$ cat config.mk
export PLATFORM = sky130hd
export DESIGN_NAME = gtfwizard_mac_buffbypass_tx_ctrl
export DESIGN_NICKNAME = d
export VERILOG_FILES = /design/src/rtl/gtfwizard_mac_buffbypass_tx_ctrl.sv
export SDC_FILE = /design/constraint.sdc
export NUM_CORES = 1
export LEC_CHECK = 0
export CAP_MARGIN = 30
export CORE_ASPECT_RATIO = 1.1
export CORE_MARGIN = 4
export CORE_UTILIZATION = 30
export DETAILED_ROUTE_END_ITERATION = 7
export HOLD_SLACK_MARGIN = 0.02
export SYNTH_ARGS = -nofsm -noshare
export SYNTH_HDL_FRONTEND = slang
export SYNTH_SLANG_ARGS = --single-unit
$ cat constraint.sdc
create_clock -name gtwiz_buffbypass_tx_clk_in -period 3 [get_ports gtwiz_buffbypass_tx_clk_in]
set_input_delay 0.45 -clock gtwiz_buffbypass_tx_clk_in [delete_from_list [all_inputs] [get_ports gtwiz_buffbypass_tx_clk_in]]
set_output_delay 0.45 -clock gtwiz_buffbypass_tx_clk_in [all_outputs]
set_load 0.05 [all_outputs]
$ cat src/rtl/gtfwizard_mac_buffbypass_tx_ctrl.sv
// TX buffer-bypass supervisory sequencer.
// Starts, qualifies, retries and re-arms the auto-mode bypass block.
module gtfwizard_mac_buffbypass_tx_ctrl #(
  parameter int P_TIMEOUT_CYCLES = 20000,
  parameter int P_MAX_RETRIES    = 3,
  parameter int P_SETTLE_CYCLES  = 64,
  parameter int P_BACKOFF_CYCLES = 256
) (
  input  logic       gtwiz_buffbypass_tx_clk_in,
  input  logic       gtwiz_buffbypass_tx_reset_in,
  input  logic       tx_resetdone_in,
  input  logic       restart_in,
  input  logic       bypass_done_in,
  input  logic       bypass_error_in,
  input  logic       phaligndone_in,
  output logic       bypass_reset_out,
  output logic       bypass_start_out,
  output logic       tx_ready_out,
  output logic       tx_fail_out,
  output logic [3:0] retry_count_out,
  output logic [7:0] lock_loss_count_out,
  output logic [2:0] state_out
);

  typedef enum logic [2:0] {
    S_WAIT_RSTDONE = 3'd0,
    S_START        = 3'd1,
    S_WAIT_DONE    = 3'd2,
    S_SETTLE       = 3'd3,
    S_LOCKED       = 3'd4,
    S_BACKOFF      = 3'd5,
    S_FAIL         = 3'd6
  } state_e;

  localparam logic [15:0] TO_LAST =
    16'(P_TIMEOUT_CYCLES - 1);
  localparam logic [15:0] ST_LAST =
    16'(P_SETTLE_CYCLES - 1);
  localparam logic [15:0] BO_LAST =
    16'(P_BACKOFF_CYCLES - 1);
  localparam logic [3:0]  MAX_RTY =
    4'(P_MAX_RETRIES);

  logic        clk;
  logic        rst;

  state_e      state_q, state_d;
  logic [15:0] timer_q, timer_d;
  logic [3:0]  retry_q, retry_d;
  logic [7:0]  ll_q, ll_d;
  logic        low_q, low_d;
  logic        brst_q, brst_d;
  logic        start_q, start_d;
  logic        ready_q, ready_d;
  logic        fail_q, fail_d;
  logic        att_fail;
  logic        rd_active;

  assign clk = gtwiz_buffbypass_tx_clk_in;
  assign rst = gtwiz_buffbypass_tx_reset_in;

  // Next-state, counters and registered output values.
  always_comb begin
    state_d   = state_q;
    timer_d   = timer_q;
    retry_d   = retry_q;
    ll_d      = ll_q;
    low_d     = 1'b0;
    att_fail  = 1'b0;
    rd_active = 1'b0;

    unique case (state_q)
      S_WAIT_RSTDONE: begin
        if (tx_resetdone_in)
          state_d = S_START;
      end
      S_START: begin
        rd_active = 1'b1;
        state_d   = S_WAIT_DONE;
      end
      S_WAIT_DONE: begin
        rd_active = 1'b1;
        timer_d   = timer_q + 16'd1;
        if (bypass_done_in && !bypass_error_in)
          state_d = S_SETTLE;
        else if (bypass_done_in)
          att_fail = 1'b1;
        else if (timer_q == TO_LAST)
          att_fail = 1'b1;
      end
      S_SETTLE: begin
        rd_active = 1'b1;
        timer_d   = timer_q + 16'd1;
        if (!phaligndone_in)
          att_fail = 1'b1;
        else if (timer_q == ST_LAST)
          state_d = S_LOCKED;
      end
      S_LOCKED: begin
        rd_active = 1'b1;
        if (!phaligndone_in && low_q) begin
          state_d = S_BACKOFF;
          if (ll_q != 8'hFF)
            ll_d = ll_q + 8'd1;
        end else begin
          low_d = !phaligndone_in;
        end
      end
      S_BACKOFF: begin
        timer_d = timer_q + 16'd1;
        if (timer_q == BO_LAST)
          state_d = S_WAIT_RSTDONE;
      end
      S_FAIL: begin
        state_d = S_FAIL;
      end
      default: begin
        state_d = S_WAIT_RSTDONE;
      end
    endcase

    if (att_fail) begin
      if (retry_q == MAX_RTY) begin
        state_d = S_FAIL;
      end else begin
        retry_d = retry_q + 4'd1;
        state_d = S_BACKOFF;
      end
    end

    if (restart_in) begin
      state_d = S_BACKOFF;
      retry_d = 4'd0;
      ll_d    = ll_q;
      low_d   = 1'b0;
    end else if (!tx_resetdone_in && rd_active) begin
      state_d = S_WAIT_RSTDONE;
      retry_d = retry_q;
      ll_d    = ll_q;
      low_d   = 1'b0;
    end

    if (state_d != state_q || restart_in)
      timer_d = 16'd0;

    if (state_d == S_LOCKED)
      retry_d = 4'd0;

    brst_d  = (state_d == S_WAIT_RSTDONE) ||
              (state_d == S_BACKOFF) ||
              (state_d == S_FAIL);
    start_d = (state_d == S_START);
    ready_d = (state_d == S_LOCKED);
    fail_d  = (state_d == S_FAIL);
  end

  // State, counters and outputs, all synchronously reset.
  always_ff @(posedge clk) begin
    if (rst) begin
      state_q <= S_WAIT_RSTDONE;
      timer_q <= 16'd0;
      retry_q <= 4'd0;
      ll_q    <= 8'd0;
      low_q   <= 1'b0;
      brst_q  <= 1'b1;
      start_q <= 1'b0;
      ready_q <= 1'b0;
      fail_q  <= 1'b0;
    end else begin
      state_q <= state_d;
      timer_q <= timer_d;
      retry_q <= retry_d;
      ll_q    <= ll_d;
      low_q   <= low_d;
      brst_q  <= brst_d;
      start_q <= start_d;
      ready_q <= ready_d;
      fail_q  <= fail_d;
    end
  end

  assign bypass_reset_out    = brst_q;
  assign bypass_start_out    = start_q;
  assign tx_ready_out        = ready_q;
  assign tx_fail_out         = fail_q;
  assign retry_count_out     = retry_q;
  assign lock_loss_count_out = ll_q;
  assign state_out           = state_q;

endmodule

Word-level counts from Yosys, hierarchy flattened
Index checks and enable logic that the tools add are counted.

$add $sub $neg: 3. Reduce and logical (&&, ||, !) cells: 18. Multiplexer cells: 17. Eq/ne operators: 16. Bitwise operators: 4.

Operator list (number): 2-to-1 mux 3 bit (9); one-hot mux 3 bit (7 select lines) (1); == test 3 bit (second input constant) (6); adder 16 x 1 -> 16 bit (second input constant) (1); == test 16 x 15 -> 1 bit (second input constant) (1); == test 16 x 6 -> 1 bit (second input constant) (1); == test 16 x 8 -> 1 bit (second input constant) (1); adder 8 x 1 -> 8 bit (second input constant) (1); inequality test 8 bit (second input constant) (1); == test 3 x 1 -> 1 bit (second input constant) (2); == test 3 x 2 -> 1 bit (second input constant) (2); logical NOT 3 bit (2); OR reduction 3 bit (2); 2-to-1 mux 1 bit (5); AND reduction 5 bit (1); OR reduction 5 bit (1); adder 4 x 1 -> 4 bit (second input constant) (1); == test 4 x 2 -> 1 bit (second input constant) (1); inverter 1 bit (4); OR reduction 4 bit (1); logical AND 1 bit (3); logical NOT 1 bit (3); logical OR 1 bit (3); inequality test 3 bit (1); other kinds (4) (4).

Output and inout port bits: 19. Bits in registers: 36. Word-level logic and storage cells: 67.

Depth between registers and ports, before layout
Gate-level depths: netlist of run 1.

Depth after elaboration: 11. Mapped depth: 9. Gate-level depth less buffers: 8.

Worst setup path after synthesis of run 1
No wires, ideal clock.

Path type: reg-to-reg. From: register state_q[0], in the netlist state_out[0]. To: register timer_q[11]. Cell stages (with the launch flop): 9. Arrival time: 2.306 ns. Path slack: 0.576 ns. Buffers on the path: 1. Period minus slack after synthesis: 2.424 ns. Cells stage by stage: dfxtp_1 > nor2_1 > xor2_1 > nor2_1 > nor3_4 > o21a_1 > a211oi_2 > buf_6 > nor3_1.

Cells in the longest elaborated chain, start to end: 9. Elaborated cells between the ends (all ways): 25.

Ends and longest elaborated chain: from (decl) (line 47) `state_e state_q, state_d;`; from (signal assigned) (line 170) `state_q <= state_d;`; 2-to-1 mux 3 bit, or another cell as far along (line 96) `else if (timer_q == ST_LAST)`; 2-to-1 mux 3 bit / OR reduction 4 bit (equally long branches); one-hot mux 3 bit (7 select lines) / 2-to-1 mux 1 bit (equally long branches) (line 72) `unique case (state_q)`; 2-to-1 mux 3 bit / logical AND 1 bit (equally long branches) (line 122, 136); 2-to-1 mux 3 bit (line 136) `end else if (!tx_resetdone_in && rd_active) begin`; 2-to-1 mux 3 bit (line 131) `if (restart_in) begin`; inequality test 3 bit (line 143) `if (state_d != state_q || restart_in)`; logical OR 1 bit (line 143); OR reduction 2 bit (no line); to (signal assigned) (line 171) `timer_q <= timer_d;`; to (decl) (line 48) `logic [15:0] timer_q, timer_d;`.

Several ways; a longest one is shown, not always the timed one. A chain may end at the register's enable or synchronous reset.

Worst setup path in the final report of run 1
From: input port bypass_done_in. To: register timer_q[12].

Cells in the longest elaborated chain, start to end: 9. Elaborated cells between the ends (all ways): 12.

Ends and longest elaborated chain: from (decl) (line 13) `input logic bypass_done_in,`; logical AND 1 bit / 2-to-1 mux 1 bit (equally long branches) (line 84, 86); 2-to-1 mux 3 bit / 2-to-1 mux 1 bit (equally long branches) (line 84) `if (bypass_done_in && !bypass_error_in)`; one-hot mux 3 bit (7 select lines) / one-hot mux 1 bit (2 select lines) (equally long branches) (line 72); 2-to-1 mux 3 bit * (line 122) `if (att_fail) begin`; 2-to-1 mux 3 bit * (line 136); 2-to-1 mux 3 bit * (line 131); inequality test 3 bit * (line 143); logical OR 1 bit * (line 143); OR reduction 2 bit (no line) *.

Mark *: on every way between the ends. The rest lies on a longest branch, timed or not.

==> results of run 1 <==
==> cell families after synthesis <==
logic type                 after synthesis  share of synthesized area (%)
DFF                                     36                          35.58
adders and majority gates                3                          1.853
buffers and inverters                   10                          3.644
xor gates and xnor gates                25                          10.81
muxes                                    7                          3.521
AOI/OAI and AO/OA                       23                          8.462
and+or+nand+nor                        119                          36.13
==> layout make-up <==
class                   count  area (um^2)
clock buffers               7        96.34
clock inverters             1        30.03
fillers                   700         4103
inverters                   2        7.507
multi-input cells         177         1231
flip-flops and latches     36        720.7
well taps                  82        102.6
repair buffers             32        302.8
==> worst max path at each step <==
stage | cells past startpoint | endpoint | slack, ns | from
after floorplan | 8 | timer_q[11] | 0.58 | state_out[0]
after global placement | 9 | timer_q[0] | 0.28 | bypass_done_in
after detailed placement | 9 | timer_q[4] | 0.21 | bypass_done_in
after CTS | 9 | timer_q[12] | 0.43 | bypass_done_in
after global routing | 9 | timer_q[0] | 0.18 | bypass_done_in
final | 9 | timer_q[12] | 0.43 | bypass_done_in
==> state kept, by name, summed over array words and instances (netlist names), 3 cells and up <==
| name | count |
|---|---|
| lock_loss_count_out | 8 |
| retry_count_out | 4 |
| timer_q | 16 |
| state_out | 3 |
==> synthesized netlist by cell type (2+ instances only) <==
master,instances,area (um^2)
o21a_1,2,15.01
nand2_1,15,56.30
buf_4,2,15.01
nand3b_1,2,15.01
nor2b_1,2,12.51
and4_2,2,20.02
nor2_1,29,108.9
a2111oi_0,2,17.52
dfxtp_1,36,720.7
inv_1,2,7.510
clkbuf_1,2,7.510
and3_1,4,25.02
nand3_1,11,55.05
xor2_1,16,140.1
o21ai_0,2,10.01
a211oi_1,3,22.52
or2_2,2,12.51
or2b_2,2,17.52
nor3_1,10,50.05
nand4_1,10,62.56
nor4_1,7,43.79
xnor2_1,9,78.83
nor4_2,8,100.1
nor3b_1,2,15.01
mux2i_1,6,60.06
a21oi_1,5,25.02
clkbuf_8,2,27.53
ha_1,3,37.54
nand2b_1,3,18.77
==> cell usage in the layout (no fill, tap or decap), drive strengths merged, types with 3 or more instances in the layout <==
cell	Yosys	final
dfxtp	36	36
xnor2	9	9
and3	4	4
nor3	11	11
buf	4	7
nand2	15	15
xor2	16	16
nand2b	4	4
nand4	10	10
nor4	16	16
a211oi	4	4
nand3	12	12
ha	3	3
and4	3	3
nor2	29	29
clkbuf	4	7
clkdlybuf4s50	0	25
mux2i	6	6
o21ai	3	3
a21oi	5	5
==> stage by stage <==
step                worst slack [ns]  cell area [um^2]
floorplan                     0.5761              2026
global placement              0.2750              2365
detailed placement            0.2073              2365
CTS                           0.4344              2491
global route                  0.1807              2491
finish                        0.4341              2491
==> power breakdown <==
| group | switching (mW) | leakage, nW | internal [mW] |
|---|---|---|---|
| clock | 0.181 | 0.0645 | 0.293 |
| combinational | 0.0942 | 0.478 | 0.0519 |
| sequential | 0.00874 | 0.291 | 0.483 |
| total | 0.284 | 0.833 | 0.828 |
==> layer usage <==
layer	GRT usage, %	routed length [um]	vias up
met2	19.64	2126	32
met4	5.974	99	0
met5	0	0	-
met3	3.070	206	9
met1	15.38	2213	824
li1	-	-	870
==> metrics.yaml, run 1 <==
setup_path:
  r2r-start: "state_out[2]"
  crit_required_ns: 3.20
  critPathArrivalTime_ns: 2.77
  path_max_fanout: 16
  reg2reg_depth: 8
  crit_chain: "clkdlybuf4s50_1 > or2b_2 > a2111oi_0 > a211oi_1 > nand2b_1 > mux2i_1 > a211oi_2 > buf_4 > nor4_2"
  crit_buf_inv: 2
  start_kind: "input pin"
  r2r_end: "timer_q[12]"
  critical-path-top-delay-family: "simple AND/OR/NAND/NOR gates"
  setup.worst_path.class: "input pin to flip-flop"
  cpMaxStageDelayCell: "clkdlybuf4s50_1"
  r2r_setup_slack_ns: 0.50
  max_stage_delay_ns: 0.47
  endpoint_kind: "flip-flop"
logic_synthesis:
  async_flop_share_pct: 0
  synth-seq-cells: 36
  synth_cell_types: 51
  netlist_area_mm2: 0.002026
  seq_area_frac_synth_pct: 35.58
  syn_avg_cell_area_um2: 9.084
  syn_nets: 233
  netlist_instances: 223
  synthFlopType: "dfxtp_1"
  yosysWarnings: 0
  synth-edff-count: 0
timing:
  finClkSkew_ns: 0.008695
  rsz0062_at_grt: "false"
  hold_violations: 0
  setup_viol: 0
  min_period_ns: 2.566
  tightest_slew_ns: 0.6351
  period_share_pct: 85.53
  finalSetupTns_ns: 0
  slew_headroom_pct: 57.57
  fin_hold_ws_ns: 0.4448
  final_max_slew_viol_count: 0
  fmax_mhz: 389.7
floorplanning:
  num_rows: 31
  dieWidth_um: 86.35
  coreArea_mm2: 0.006594
  io_pins: 26
  die_h_um: 94.19
  die_area_mm2: 0.008133
  initial_core_util_pct: 30.72
power_and_ir_drop:
  power_density_mw_per_mm2: 446.5
  ir_drop_uv: 209.3
  p_leak_nw: 0.8331
  total_power_mw: 1.112
outcome:
  status: "completed"
clock_tree:
  post_cts_buffers: 0
  clock_path_buffers: 2
  clk_pin_slew_ns: 0.08
  post_cts_resized: 0
  tritoncts: "built"
  cts.sinks: 36
  cts_hold_buffers: 0
  numCtsBuffers: 5
  clock_tree.root_cell: "clkbuf_8"
  cts-htree-levels: 2
  clock_latency_ns: 0.30
worst_hold_path:
  hold_depth: 1
  min_to: "low_q"
  hold_path_class: "flip-flop to flip-flop"
  min_from: "low_q"
routing:
  first_pass_iters: 4
  initialDrtViolationCount: 103
  antenna_left: 0
  routed_wl_um: 4644
  vias: 1735
  vias_per_cell: 5.148
  drc: 0
  wl_per_cell_um: 13.78
global_routing:
  grt_pass1_vias: 1680
  grt_pass1_wl_um: 8010
  grt-ovfl-total: 0
  grt_start_max_net_pins: 17
  antenna_found_initial: 0
  grt_usage_pct: 12.33
placed_design:
  hpwlAfterDp_um: 3261
  gp_routability_congestion: 0.7794
  io_buffers: 25
  place_inst: 329
flow_run:
  max_cap_viol_count: 0
cells_and_area:
  area_growth_pct: 22.98
  final_util_pct: 37.78
  drive_gt1_share_pct: 16.08
  nets: 264
  instances_no_fill: 337
  antenna_cells: 0
No activity file was read; power rests on OpenSTA's default activity.
==> inputs of run 2 (changes only) <==
--- a/config.mk
+++ b/config.mk
@@ -11,6 +11,7 @@
 export CORE_UTILIZATION = 30
 export DETAILED_ROUTE_END_ITERATION = 7
 export HOLD_SLACK_MARGIN = 0.02
+export SLEW_MARGIN = 20
 export SYNTH_ARGS = -nofsm -noshare
 export SYNTH_HDL_FRONTEND = slang
 export SYNTH_SLANG_ARGS = --single-unit
==> constraint.sdc (replaced) <==
create_clock -name gtwiz_buffbypass_tx_clk_in -period 2.4 [get_ports gtwiz_buffbypass_tx_clk_in]
set_input_delay 0.36 -clock gtwiz_buffbypass_tx_clk_in [delete_from_list [all_inputs] [get_ports gtwiz_buffbypass_tx_clk_in]]
set_output_delay 0.36 -clock gtwiz_buffbypass_tx_clk_in [all_outputs]
set_load 0.05 [all_outputs]
==> run 2 against run 1 <==
Net effect:
- cell count rose by 7.1%
- highest routed layer unchanged
- hold slack gained 0.021 ns
- sequential share of layout area down 2.5 points
- power up 19%
- routed wire length up 5.2%
- critical path type unchanged
- utilization is 3.8 points higher
- cell area up 10%
- critical path depth grew 1
- global-route usage is 0.29 points higher
- combinational power is 66% higher
- setup slack worse by 0.34 ns
- register-to-register slack lost 0.36 ns
==> metrics.yaml, run 2 (same netlist as run 1, synthesis figures left out) <==
timing:
  period_share_pct: 95.97
  finClkSkew_ns: 0.004417  # was 0.008695 ns
  setup_viol: 0  # unchanged
  final_max_slew_viol_count: 0  # unchanged
  min_period_ns: 2.303
  fmax_mhz: 434.1
  slew_headroom_pct: 65.92  # was 57.57%
  tightest_slew_ns: 0.5096  # was 0.6351 ns
  hold_violations: 0  # unchanged
global_routing:
  top_usage_layer: "met2"  # unchanged
  grt_start_max_net_pins: 17  # unchanged
  grt_pass1_vias: 1832  # was 1680
  antenna_found_initial: 0  # unchanged
  met2_usage_pct: 20.98  # was 19.64%
  grt_usage_pct: 12.62  # was 12.33%
  grt_use_met3_pct: 3.421  # was 3.070%
  grt_use_met1_pct: 15.27  # was 15.38%
  grt-ovfl-total: 0  # unchanged
  grt_pass1_wl_um: 8273  # was 8010 um
routing:
  wl_per_cell_um: 13.53  # was 13.78 um
  antenna_left: 0  # unchanged
  drc: 0  # unchanged
  vias: 1834  # was 1735
  vias_per_cell: 5.080  # was 5.148
  first_pass_iters: 4  # unchanged
  routed_wl_um: 4885  # was 4644 um
  initialDrtViolationCount: 70  # was 103
placed_design:
  place_inst: 353  # was 329
  gp_routability_congestion: 0.7823  # was 0.7794
  hpwlAfterDp_um: 3532  # was 3261 um
  io_buffers: 25  # unchanged
setup_path:
  critPathArrivalTime_ns: 2.47  # was 2.77 ns
  path_max_fanout: 7  # was 16
  setup.worst_path.class: "input pin to flip-flop"  # unchanged
  start_kind: "input pin"  # unchanged
  endpoint_kind: "flip-flop"  # unchanged
  crit_required_ns: 2.57  # was 3.20 ns
clock_tree:
  cts.sinks: 36  # unchanged
  cts_hold_buffers: 0  # unchanged
  clk_pin_slew_ns: 0.07  # was 0.08 ns
  clock_tree.root_cell: "clkbuf_8"  # unchanged
  cts-htree-levels: 2  # unchanged
  clock_path_buffers: 2  # unchanged
  tritoncts: "built"  # unchanged
  numCtsBuffers: 5  # unchanged
  clock_latency_ns: 0.29  # was 0.30 ns
floorplanning:
  dieWidth_um: 86.35  # unchanged
  coreArea_mm2: 0.006594  # unchanged
  num_rows: 31  # unchanged
  initial_core_util_pct: 30.72  # unchanged
  die_area_mm2: 0.008133  # unchanged
  io_pins: 26  # unchanged
  die_h_um: 94.19  # unchanged
power_and_ir_drop:
  power_frac_comb_pct: 18.2  # was 13.1%
  p_seq_share_pct: 46.5  # was 44.2%
  p_leak_nw: 0.9629  # was 0.8331 nW
  ir_drop_uv: 234.4  # was 209.3 uV
  total_power_mw: 1.329  # was 1.112 mW
  switchingPower_mw: 0.3625  # was 0.2840 mW
  power_frac_clock_pct: 35.3  # was 42.7%
  power_density_mw_per_mm2: 484.9  # was 446.5 mW/mm^2
  internal_power_mw: 0.9662  # was 0.8282 mW
  sw_frac_of_total_pct: 27.28  # was 25.53%
cells_and_area:
  mostFrequentLayoutCell: "dfxtp_1"  # unchanged
  final_util_pct: 41.56  # was 37.78%
  max_flop_register: "timer_q"  # unchanged
  largest_register_ffs: 16  # unchanged
  nets: 289  # was 264
  final_cell_mix: "dfxtp_1, nor2_1, buf_4, clkdlybuf4s50_1, xor2_1"  # was dfxtp_1, nor2_1, clkdlybuf4s50_1, xor2_1, nand2_1
  drive_gt1_share_pct: 26.16  # was 16.08%
  antenna_cells: 0  # unchanged
  area_growth_pct: 35.27  # was 22.98%
  instances_no_fill: 361  # was 337
outcome:
  status: "completed"  # unchanged
flow_run:
  max_cap_viol_count: 0  # unchanged
worst_hold_path:
  hold_path_class: "flip-flop to flip-flop"  # unchanged
[run 2: critical path, cell delays in order]
cell and delay [ns]:
clkdlybuf4s50_1 0.50, or2b_4 0.29, a2111oi_4 0.34, a211oi_2 0.08, nand2b_1 0.12, mux2i_1 0.10
a211oi_2 0.32, buf_6 0.20, buf_4 0.12, nor3_1 0.04
[run 2: area by class of cell]
cell class,instances,area (um^2)
Timing Repair Buffer,57,510.5
Sequential cell,36,723.2
Clock buffer,7,96.34
Inverter,2,7.507
Tap cell,82,102.6
Multi-Input combinational cell,177,1300
Fill cell,682,3854
[run 2: per-stage QoR]
step / hold WS [ns] / setup TNS (ns) / area [um^2] / worst slack, ns
5_1_grt: 0.5107 / -0.02347 / 2740 / -0.01550
3_5_place_dp: 0.4607 / -4.224 / 2560 / -0.2857
3_3_place_gp: 0.4561 / -3.489 / 2560 / -0.2460
6_report: 0.4660 / 0 / 2740 / 0.09663
4_1_cts: 0.4719 / 0 / 2663 / 0.02999
2_1_floorplan: 0.4157 / 0 / 2028 / 0.007474
[run 2: repair_timing]
item                       CTS  global route
buffers inserted             0             1
resized for setup            2            11
pin swaps                    0             1
setup endpoints to repair    9            16
[run 2: worst paths after layout]
kind | startpoint | endpoint | slack [ns] | cells past startpoint
hold reg to reg | low_q | low_q | 0.47 | 1
hold / removal | low_q | low_q | 0.47 | 1
setup / recovery | bypass_done_in | timer_q[11] | 0.1 | 10
setup reg to reg | state_out[2] | timer_q[11] | 0.14 | 9
[run 2: power groups by stage]
stage / logic [mW] / registers [mW] / clock network [mW]
3_3_place_gp: 0.218 / 0.630 / 0
4_1_cts: 0.224 / 0.617 / 0.491
6_report: 0.242 / 0.618 / 0.469
3_5_place_dp: 0.221 / 0.631 / 0
5_1_grt: 0.260 / 0.619 / 0.509
2_1_floorplan: 0.112 / 0.647 / 0
[run 2: per-layer routing]
layer | wire length, um | part of all wire, % | vias up
met5 | 0 | 0 | -
met4 | 115 | 2.4 | 0
met3 | 197 | 4.0 | 9
met2 | 2292 | 47 | 38
met1 | 2280 | 47 | 863
li1 | - | - | 924
